### src/rtl/game_pkg.sv
// Shared types and constants for the two-player game round controller.
package game_pkg;

    localparam int unsigned COORD_W = 6;
    localparam int unsigned SCORE_W = 6;
    localparam logic [SCORE_W-1:0] START_SCORE = 6'd50;

    typedef enum logic [2:0] {
        StIdle,
        StAim,
        StFire,
        StSettle,
        StCheck,
        StOver
    } game_state_e;

    localparam logic [1:0] W_NONE = 2'b00;
    localparam logic [1:0] W_P0   = 2'b01;
    localparam logic [1:0] W_P1   = 2'b10;
    localparam logic [1:0] W_TIE  = 2'b11;

    // End-of-rounds verdict: the lower remaining score wins.
    function automatic logic [1:0] lower_score_winner(input logic [SCORE_W-1:0] s0,
                                                      input logic [SCORE_W-1:0] s1);
        if (s0 < s1) begin
            return W_P0;
        end else if (s1 < s0) begin
            return W_P1;
        end
        return W_TIE;
    endfunction

endpackage

### src/rtl/turn_timer.sv
// Per-turn down-counter: loaded on clear, counts while enabled, flags zero.
module turn_timer #(
    parameter int unsigned TIMEOUT = 1_000_000
) (
    input  logic clk,
    input  logic rst,
    input  logic clear,
    input  logic enable,
    output logic expired
);

    localparam int unsigned CNT_W = (TIMEOUT > 1) ? $clog2(TIMEOUT) : 1;
    localparam logic [CNT_W-1:0] LOAD = CNT_W'(TIMEOUT - 1);

    logic [CNT_W-1:0] count;

    // Reload on clear, otherwise count down and hold at zero.
    always_ff @(posedge clk) begin
        if (rst || clear) begin
            count <= LOAD;
        end else if (enable && (count != '0)) begin
            count <= count - CNT_W'(1);
        end
    end

    assign expired = (count == '0);

endmodule

### src/rtl/game_turn_controller.sv
// Round sequencer around the score block: shot capture, turn hand-over,
// round counting, per-turn timeout and end-of-game verdict.
module game_turn_controller
    import game_pkg::*;
#(
    parameter int unsigned MAX_ROUNDS = 10,
    parameter int unsigned TIMEOUT    = 1_000_000
) (
    input  logic               clk,
    input  logic               rst,
    input  logic               start,
    input  logic               shot,
    input  logic [COORD_W-1:0] shot_x,
    input  logic [COORD_W-1:0] shot_y,
    input  logic [SCORE_W-1:0] score0,
    input  logic [SCORE_W-1:0] score1,
    output logic [COORD_W-1:0] x,
    output logic [COORD_W-1:0] y,
    output logic               player,
    output logic               valid_pulse,
    output logic               score_rst,
    output logic [3:0]         round,
    output logic               aiming,
    output logic               game_over,
    output logic [1:0]         winner
);

    localparam logic [3:0] ROUND_LAST = 4'(MAX_ROUNDS - 1);

    game_state_e        state;
    logic               game_begin;
    logic               timer_clear;
    logic               timer_expired;
    logic               last_turn;
    logic [SCORE_W-1:0] cur_score;

    // Decode helpers used by the FSM and the timer.
    always_comb begin
        game_begin  = start && ((state == StIdle) || (state == StOver));
        timer_clear = game_begin || (state == StCheck);
        cur_score   = player ? score1 : score0;
        last_turn   = player && (round == ROUND_LAST);
    end

    turn_timer #(
        .TIMEOUT (TIMEOUT)
    ) u_turn_timer (
        .clk     (clk),
        .rst     (rst),
        .clear   (timer_clear),
        .enable  (state == StAim),
        .expired (timer_expired)
    );

    // Game FSM with all outputs registered alongside the state.
    always_ff @(posedge clk) begin
        if (rst) begin
            state       <= StIdle;
            x           <= '0;
            y           <= '0;
            player      <= 1'b0;
            round       <= '0;
            valid_pulse <= 1'b0;
            score_rst   <= 1'b0;
            aiming      <= 1'b0;
            game_over   <= 1'b0;
            winner      <= W_NONE;
        end else begin
            valid_pulse <= 1'b0;
            score_rst   <= 1'b0;
            case (state)
                StIdle, StOver: begin
                    if (start) begin
                        state     <= StAim;
                        score_rst <= 1'b1;
                        player    <= 1'b0;
                        round     <= '0;
                        winner    <= W_NONE;
                        aiming    <= 1'b1;
                        game_over <= 1'b0;
                    end
                end
                StAim: begin
                    // A shot on the expiry cycle still counts.
                    if (shot) begin
                        state       <= StFire;
                        x           <= shot_x;
                        y           <= shot_y;
                        valid_pulse <= 1'b1;
                        aiming      <= 1'b0;
                    end else if (timer_expired) begin
                        state  <= StCheck;
                        aiming <= 1'b0;
                    end
                end
                StFire: begin
                    state <= StSettle;
                end
                StSettle: begin
                    state <= StCheck;
                end
                StCheck: begin
                    if (cur_score == '0) begin
                        state     <= StOver;
                        game_over <= 1'b1;
                        winner    <= player ? W_P1 : W_P0;
                    end else if (last_turn) begin
                        state     <= StOver;
                        game_over <= 1'b1;
                        winner    <= lower_score_winner(score0, score1);
                    end else begin
                        player <= ~player;
                        if (player) begin
                            round <= round + 4'd1;
                        end
                        state  <= StAim;
                        aiming <= 1'b1;
                    end
                end
                default: begin
                    state <= StIdle;
                end
            endcase
        end
    end

endmodule

### config.mk
export PLATFORM = sky130hd
export DESIGN_NAME = game_turn_controller
export DESIGN_NICKNAME = d
export VERILOG_FILES = /design/src/rtl/game_pkg.sv /design/src/rtl/turn_timer.sv /design/src/rtl/game_turn_controller.sv
export SDC_FILE = /design/constraint.sdc
export NUM_CORES = 1
export LEC_CHECK = 0
export BUFFER_PORTS_ARGS = -buffer_cell sky130_fd_sc_hd__buf_4
export CORE_MARGIN = 2
export CORE_UTILIZATION = 45
export CTS_CLUSTER_DIAMETER = 30
export CTS_CLUSTER_SIZE = 14
export DETAILED_ROUTE_END_ITERATION = 16
export PLACE_DENSITY = 0.68
export SLEW_MARGIN = 20
export SYNTH_ARGS = -nofsm -noshare
export SYNTH_HDL_FRONTEND = slang
export SYNTH_SLANG_ARGS = --single-unit
### constraint.sdc
create_clock -name clk -period 4.24 [get_ports clk]
set_input_delay 0.424 -clock clk [delete_from_list [all_inputs] [get_ports clk]]
set_output_delay 0.424 -clock clk [all_outputs]
set_load 0.02 [all_outputs]
Yosys cells after proc, flatten, opt, wreduce, memory -nomap -nowiden. Index checks and enable logic that the tools add are counted.

Logic and storage cells: 92. Output and inout bits: 23. Bits of input ports: 28. Bits in registers: 46.

Reduce and logical (&&, ||, !) cells: 21. Add/subtract/negate cells: 2. Eq/ne operators: 12. $lt $le $gt $ge: 2. Bitwise gates (word level): 3. Multiplexer cells: 41.

Operator list (count): logical NOT 20 bit (1); nonzero test 20 bit (1); subtractor 20 x 1 -> 20 bit, second input constant (1); two-way mux 1 bit (18); two-way mux 4 bit (4); two-way mux 3 bit (5); one-hot mux 3 bit (5 select lines) (1); two-way mux 2 bit (7); < comparator 6 bit (2); AND reduction 5 bit (2); != test 2 bit, second input constant (4); one-hot mux 4 bit (2 select lines) (1); equality test 3 x 2 -> 1 bit, second input constant (2); equality test 3 bit, second input constant (2); logical NOT 6 bit (1); two-way mux 6 bit (1); OR reduction 2 bit (3); adder 4 x 1 -> 4 bit, second input constant (1); equality test 4 bit, second input constant (1); one-hot mux 1 bit (2 select lines) (2); one-hot mux 2 bit (2 select lines) (1); AND reduction 2 bit (2); AND reduction 4 bit (1); equality test 3 x 1 -> 1 bit, second input constant (1); other kinds (10) (16).

Logic depth before layout (Yosys ltp). Gate-level depths: netlist of the first run.

Depth after elaboration: 11. Mapped depth: 7. Mapped depth without buffers: 7.

By module. A second synthesis of the first run with hierarchy kept.

Cells, all modules: 280. Area, all modules: 2386.0 um^2.

By module, submodules not included: game_turn_controller (times used 1, seq. area each 520.5 um^2, cells each 163, area an instance 1356.3 um^2); turn_timer (times used 1, seq. area each 400.4 um^2, cells each 117, area an instance 1029.7 um^2).

Worst setup path before layout of the first run. No wires, ideal clock.

Path type: reg2reg. Start point: register u_turn_timer.count[4]. End point: register u_turn_timer.count[9]. Data arrival time: 1.988 ns. Stages on the path, launching flop included: 7. Path slack: 2.125 ns. Library setup time: 0.127 ns. Clock period less this slack: 2.115 ns. Data required time: 4.113 ns. Buffers on the path: 1. Path through: dfxtp_1 or4_1 buf_2 or3_4 o2111ai_4 nor4_1 or3_1.

Cells in the longest elaborated chain, start to end: 2. Elaborated cells on any way between the ends: 3. Classes of those cells: add/sub (1); reduce/logical (2).

RTL lines: start, declared (line turn_timer.sv:15) `logic [CNT_W-1:0] count;`; start signal, assigned (line turn_timer.sv:22) `count <= count - CNT_W'(1);`; parallel branches: the longest is 2 deep, another holds subtractor 20 x 1 -> 20 bit.

Several ways; the timed one is not identified. A chain may end at the register's enable or synchronous reset.

Worst setup path after layout of the first run.
Start point: register u_turn_timer.count[12]. End point: register u_turn_timer.count[9].

Cells in the longest elaborated chain, start to end: 2.

RTL lines: nonzero test 20 bit (line turn_timer.sv:21) `end else if (enable && (count != '0)) begin`; logical AND 1 bit (line turn_timer.sv:21).

No other way between the ends.

==> results of run 1 <==
## metal layers
layer / vias up / global-route usage [%]
met5: - / 0
met4: 0 / 5.458
met3: 7 / 5.159
met2: 41 / 30.36
met1: 931 / 23.34
li1: 1111 / -
## cell usage after synthesis, types with 5 or more instances
| library cell | n |
|---|---|
| and3_1 | 5 |
| or3_1 | 14 |
| a21oi_1 | 24 |
| dfxtp_1 | 46 |
| o211ai_1 | 5 |
| clkbuf_1 | 7 |
| nand2_1 | 40 |
| nor2_1 | 16 |
| inv_1 | 13 |
| xor2_1 | 8 |
| nand2b_1 | 5 |
| nor3_1 | 7 |
| nor4_1 | 7 |
| ha_1 | 9 |
| nand3_1 | 14 |
| o21ai_0 | 14 |
## flip-flops by register name (all words and copies together) (netlist names)
| signal | flops |
|---|---|
| x | 6 |
| winner | 2 |
| u_turn_timer.count | 20 |
| state | 3 |
| y | 6 |
| player | 1 |
| round | 4 |
| score_rst | 1 |
| aiming | 1 |
| game_over | 1 |
| valid_pulse | 1 |
## power breakdown
part	switching [mW]	internal, mW
registers	0.00836	0.441
logic	0.0589	0.0490
clock network	0.143	0.176
total	0.211	0.667
## final cells by class
type / instances / area [sq um] / area share [%]
clock inverters: 1 / 30.03 / 1.051
multi-input cells: 216 / 1319 / 46.15
inverters: 13 / 48.80 / 1.708
flip-flops and latches: 46 / 920.9 / 32.22
well taps: 70 / 87.58 / 3.065
repair buffers: 50 / 375.4 / 13.13
clock buffers: 7 / 76.32 / 2.671
## kinds of logic (layout without fill, tap and decap cells)
logic type      Yosys count  count (layout)  share of synthesized area, %
simple gates            132             132                         29.71
compound gates           62              62                         17.17
flops                    46              46                         39.61
buf+inv                  22              71                         3.660
xor+xnor                 11              11                         4.145
fa+ha+maj                 9               9                         4.844
mux                       2               2                        0.8612
## worst reg2reg max path, delay by kind of cell, from the launching register on
family / cells / cell delay [ps]
AOI/OAI and AO/OA: 1 / 410
DFF: 1 / 350
and+or+nand+nor: 4 / 1460
## stage by stage
stage	setup WS [ps]	power [mW]	hold WS, ps
2_1_floorplan	2125	0.5224	461.3
3_3_place_gp	1992	0.5673	442.6
3_5_place_dp	1901	0.5686	446.6
4_1_cts	1900	0.8862	362.0
5_1_grt	1589	0.9202	362.4
6_report	1911	0.8775	370.2
## path summary, 6_finish.rpt
kind / start / to / cells past startpoint
hold reg to reg: y[1]$_SDFFE_PP0P_ / y[1]$_SDFFE_PP0P_ / 2
setup reg to reg: u_turn_timer.count[12]$_SDFFE_PP0P_ / u_turn_timer.count[9]$_SDFFE_PP1P_ / 5
hold / removal: shot_x[1] / x[1]$_SDFFE_PP0P_ / 3
setup / recovery: u_turn_timer.count[12]$_SDFFE_PP0P_ / u_turn_timer.count[9]$_SDFFE_PP1P_ / 5
==> results.md, run 1 <==
- Crit path buf inv count: 0
- Non-Filler Instances: 403
- WP data arrival: 2510 ps
- Die H: 75.88 um
- Area Growth Syn to Fin: 22.93%
- Grt total ovfl: 0
- CP Class: flip-flop to flip-flop
- Total CTS buffers: 5
- HPWL after DPL: 3712 um
- Min Tclk post-route: 2329 ps
- FFs w/ async S/R, synth: 0%
- DR vias: 2090
- Gr usage total: 18.39%
- TritonCTS clock tree: done
- Util after Layout: 56.67%
- Critical path's top delay family: simple AND/OR/NAND/NOR gates
- Min-delay worst type: primary input to flip-flop
- CP max-delay cell: nor4_1
- Cell mode on critical path: nor4_1
- WL met1: 2351 um
- Sequential area share after synthesis: 39.61%
- Placer Congestion: 0.8387
- Total negative slack: 0 ps
- Crit Path Max Fanout: 10
- Routed WL per cell: 12.51 um
- Antenna violations before repair: 0
- Max Used Layer: met4
- CTS sink count: 46
- Fmax: 429.4 MHz
- Hold Buf Count CTS: 0
- Largest cells by area after synthesis: dfxtp_1, nand2_1, a21oi_1, ha_1, or3_1
- Most common library cell in the layout ignoring fill and taps: buf_4
- I/O pins: 51
- Clock tree root driver cell: clkbuf_8
- Main synth FF type: dfxtp_1
- Slew @ Worst Pin: 628.0 ps
- Worst VDD drop: 0.1956 mV
- Worst Clk Skew: 3.586 ps
- Status: finished clean
- Rel. slew slack: 57.74%
- Syn_nets: 321
- CP Capture Type: flip-flop
- DRC Markers: 0
- Nets: 369
- Die ar.: 5757 sq um
- Power Dens Cells: 307.1 nW/um^2
- Syn_area_per_cell: 8.186 sq um
- Vias per inst: 5.186
- Core ar.: 5042 sq um
- Fillers: 470
- Vias in the first global route: 1868
- Initial DRC Count: 83
- Port Buffer Count: 50
- RSZ-0062 raised after global routing: false
- First-pass GRT wire length: 8155 um
- Top cell type by total area after synthesis: dfxtp_1
- Setup Fix Bufs, Post-CTS: 0
- Netlist cell types: 44
- Share of layout cells above drive strength 1: 19.52%
- Post-route ant nets: 0
- MaxCap Viol Count: 0
- Cell Area, Synth: 2325 sq um
- Post-DP Area: 2751 sq um
- WL met3: 234 um
- Routed WL: 5040 um
- Die width: 75.88 um
- Post-synth EDFFs: 0
- 1st-pass router iterations: 4
- Syn Inst Count: 284
- # setup viols final: 0
- CTS HTree Levels: 2
- Placed instance count: 395
- Commonest cells after routing, fill and taps aside: buf_4, dfxtp_1, nand2_1, a21oi_1, nor2_1
- Worst path cell trace: nor4_1 > nand3_1 > o2111ai_4 > nor4_1 > or3_1
- Max clock buf depth: 2
- Worst-skew pair later-pin latency: 290 ps
- Final Max Tran Viols: 0
- Yosys reg bits: 46
- Leakage: 1.108 nW
- Yosys top cell area share: 39.61%
- Final Hold Viols: 0
- YS warnings: 0
- Max incr delay on CP: 590 ps
- Post_cts resized: 0
- Starting Density: 46.10%
- Worst Path Required: 4420 ps
- Row cnt: 26
- Clk slew on worst S/H paths: 80 ps
- DR WL met2: 2399 um
- Diodes inserted: 0
- CP startpoint kind: flip-flop
- Fin area: 2858 sq um
- Largest net degree at the start of global routing: 24
- R2R Setup Slk: 1910 ps
- Crit share post-route: 54.92%
Note: power is estimated with default switching activity, not from simulation.
==> run 2, diff against run 1 <==
--- a/config.mk
+++ b/config.mk
@@ -11,7 +11,7 @@
 export CTS_CLUSTER_DIAMETER = 30
 export CTS_CLUSTER_SIZE = 14
 export DETAILED_ROUTE_END_ITERATION = 16
-export PLACE_DENSITY = 0.68
+export PLACE_DENSITY = 0.71
 export SLEW_MARGIN = 20
 export SYNTH_ARGS = -nofsm -noshare
 export SYNTH_HDL_FRONTEND = slang
==> constraint.sdc (replaced) <==
create_clock -name clk -period 2.05 [get_ports clk]
set_input_delay 0.205 -clock clk [delete_from_list [all_inputs] [get_ports clk]]
set_output_delay 0.205 -clock clk [all_outputs]
set_load 0.02 [all_outputs]
==> run 2 against run 1 <==
Effect of this change:
- sequential share of layout area shrank 1.7 points
- cell count grew 4.2%
- critical path depth is the same
- die area is the same
- global-route usage grew 0.35 points
- non-clock buffer count grew 17
- combinational power grew 120%
- core utilization grew 3.1 points
- cell area grew 5.4%
- clock power grew 110%
- fmax grew 17%
- hold slack lost 220 ps
- largest power group unchanged
==> results.md, run 2 (synthesized netlist as in run 1, its figures left out) <==
- Diodes inserted: 0 (unchanged)
- Area Growth Syn to Fin: 29.60%
- Worst Setup Slack, final: 52.19 ps (-1859 ps)
- CP max-delay cell: or4_4
- Die H: 75.88 um (unchanged)
- Worst-skew pair later-pin latency: 300 ps (about the same)
- Row cnt: 26 (unchanged)
- MaxCap Viol Count: 0 (unchanged)
- Routed WL: 5256 um (+4.3%)
- Nets: 386 (+4.6%)
- Crit Path Max Fanout: 4 (-6)
- Starting Density: 46.10% (unchanged)
- Initial DRC Count: 73 (-12%)
- Non-Filler Instances: 420 (+4.2%)
- Slew @ Worst Pin: 455.3 ps (-172.7 ps)
- Largest register by flop count: u_turn_timer.count
- Port Buffer Count: 50 (unchanged)
- Rel. slew slack: 69.37% (+12 points)
- Cell Int Power: 1.386 mW (+110%)
- Max clock buf depth: 2 (unchanged)
- Clk slew on worst S/H paths: 90 ps (about the same)
- Commonest cells after routing, fill and taps aside: buf_4, dfxtp_1, nand2_1, a21oi_1, nor2_1
- FF+latch area: 920.9 sq um (unchanged)
- Net Sw Frac: 25.18% (+1.2 points)
- Area of the multi-input gates: 1339 sq um (+1.5%)
- Power Dens Cells: 614.8 nW/um^2 (+100%)
- Worst slack, placed: 25.59 ps (-1875 ps)
- 1st-pass router iterations: 5 (+1)
- Core ar.: 5042 sq um (unchanged)
- Leakage: 1.191 nW (+7.5%)
- Most common library cell in the layout ignoring fill and taps: buf_4
- Cell mode on critical path: or3_1
- Routed WL per cell: 12.51 um (about the same)
- DRC Markers: 0 (unchanged)
- DR vias: 2237 (+7.0%)
- Largest net degree at the start of global routing: 24 (unchanged)
- Grt total ovfl: 0 (unchanged)
- I/O pins: 51 (unchanged)
- Top Registers: u_turn_timer.count (20), x (6), y (6)
- CP startpoint kind: flip-flop
- Die ar.: 5757 sq um (unchanged)
- Worst VDD drop: 0.3457 mV (+77%)
- Comb power frac: 12.9% (+0.6 points)
- CTS sink count: 46 (unchanged)
- Vias in the first global route: 1992 (+6.6%)
- CP Class: flip-flop to flip-flop
- Fmax: 500.5 MHz (+17%)
- Antenna violations before repair: 0 (unchanged)
- HPWL after DPL: 3816 um (+2.8%)
- WP data arrival: 2240 ps (-270 ps)
- Final Power: 1.852 mW (+110%)
- # setup viols final: 0 (unchanged)
- Max incr delay on CP: 560 ps (-30 ps)
- Vias per inst: 5.326 (+2.7%)
- Gr usage total: 18.75% (+0.35 points)
- Placer Congestion: 0.8548 (+1.9%)
- Net switching power: 466.3 uW (+120%)
- Clock share of power: 37.0% (+0.6 points)
- Max FFs per register: 20 (unchanged)
- TritonCTS clock tree: done
- Min-delay worst type: primary input to flip-flop
- Post-route ant nets: 0 (unchanged)
- Clock tree root driver cell: clkbuf_8
- Total CTS buffers: 5 (unchanged)
- Final Max Tran Viols: 0 (unchanged)
- Worst Path Required: 2290 ps (-2130 ps)
- Fillers: 494 (+5.1%)
- Hold Buf Count CTS: 0 (unchanged)
- Worst path cell trace: or4_4 > or3_4 > or3_1 > or3_1 > nand3_1
- Worst Clk Skew: 5.007 ps (+1.421 ps)
- RSZ-0062 raised after global routing: true
- CTS HTree Levels: 2 (unchanged)
- Crit share post-route: 97.45% (+43 points)
- Flop pwr share: 50.1% (-1.2 points)
- Die width: 75.88 um (unchanged)
- First-pass GRT wire length: 8535 um (+4.7%)
- Min Tclk post-route: 1998 ps (-330.8 ps)
- CP Capture Type: flip-flop
- Placed instance count: 412 (+4.3%)
- Status: finished clean
- Share of layout cells above drive strength 1: 25.43% (+5.9 points)
- Final Hold Viols: 0 (unchanged)
==> run 2: path summary, 6_finish.rpt <==
check	startpoint	to	slack, ps	depth (start not counted)
worst max register to register	u_turn_timer.count[5]$_SDFFE_PP1P_	u_turn_timer.count[14]$_SDFFE_PP1P_	50	5
worst min register to register	y[2]$_SDFFE_PP0P_	y[2]$_SDFFE_PP0P_	460	2
worst max-delay path	u_turn_timer.count[5]$_SDFFE_PP1P_	u_turn_timer.count[14]$_SDFFE_PP1P_	50	5
worst min-delay path	shot_y[2]	y[2]$_SDFFE_PP0P_	150	3
==> run 2: stage by stage <==
step	TNS (ps)	hold slack (ps)	cell area, sq um	util, %
after detailed placement	0	443.1	2879	57.10
after CTS	0	141.7	2997	59.43
final	0	145.5	3013	59.75
after global routing	-13.71	142.4	3013	59.75
after floorplan	0	337.5	2331	-
after global placement	0	443.4	2879	57.10
==> run 2: metal layers <==
layer  GRT usage [%]  vias to the layer above  routed length [um]  share of wire, %
met5               0                        -                   0                 0
met3           3.704                        5                 202               3.8
met2           31.70                       41                2591                49
met1           24.49                     1048                2423                46
met4           4.678                        0                  38              0.72
li1                -                     1143                   -                 -
==> run 2: area by class of cell <==
class	count	share of cell area, %
Multi-Input combinational cell	216	44.44
Clock inverter	3	1.495
Clock buffer	5	2.284
Sequential cell	46	30.56
Inverter	13	1.620
Timing Repair Buffer	67	16.69
Tap cell	70	2.907
==> run 2: critical path, delay by kind of cell (launching register included) <==
kind / cells / cell delay (ps)
AND/OR/NAND/NOR: 5 / 1630
flip-flops: 1 / 320
==> run 2: power groups by stage <==
stage | Clock, mW | Sequential [mW] | Combinational (mW)
final | 0.685 | 0.928 | 0.239
after global routing | 0.729 | 0.931 | 0.263
after CTS | 0.698 | 0.928 | 0.239
after detailed placement | 0 | 0.948 | 0.237
after global placement | 0 | 0.947 | 0.235
after floorplan | 0 | 0.963 | 0.118
==> run 2: repair_timing <==
action / 4_1_cts / 5_1_grt
gates resized for setup: 1 / 4
setup buffers: 0 / 0
pin swaps: 0 / 1
endpoints found under the setup margin: 1 / 7
hold endpoints to repair: 0 / 0
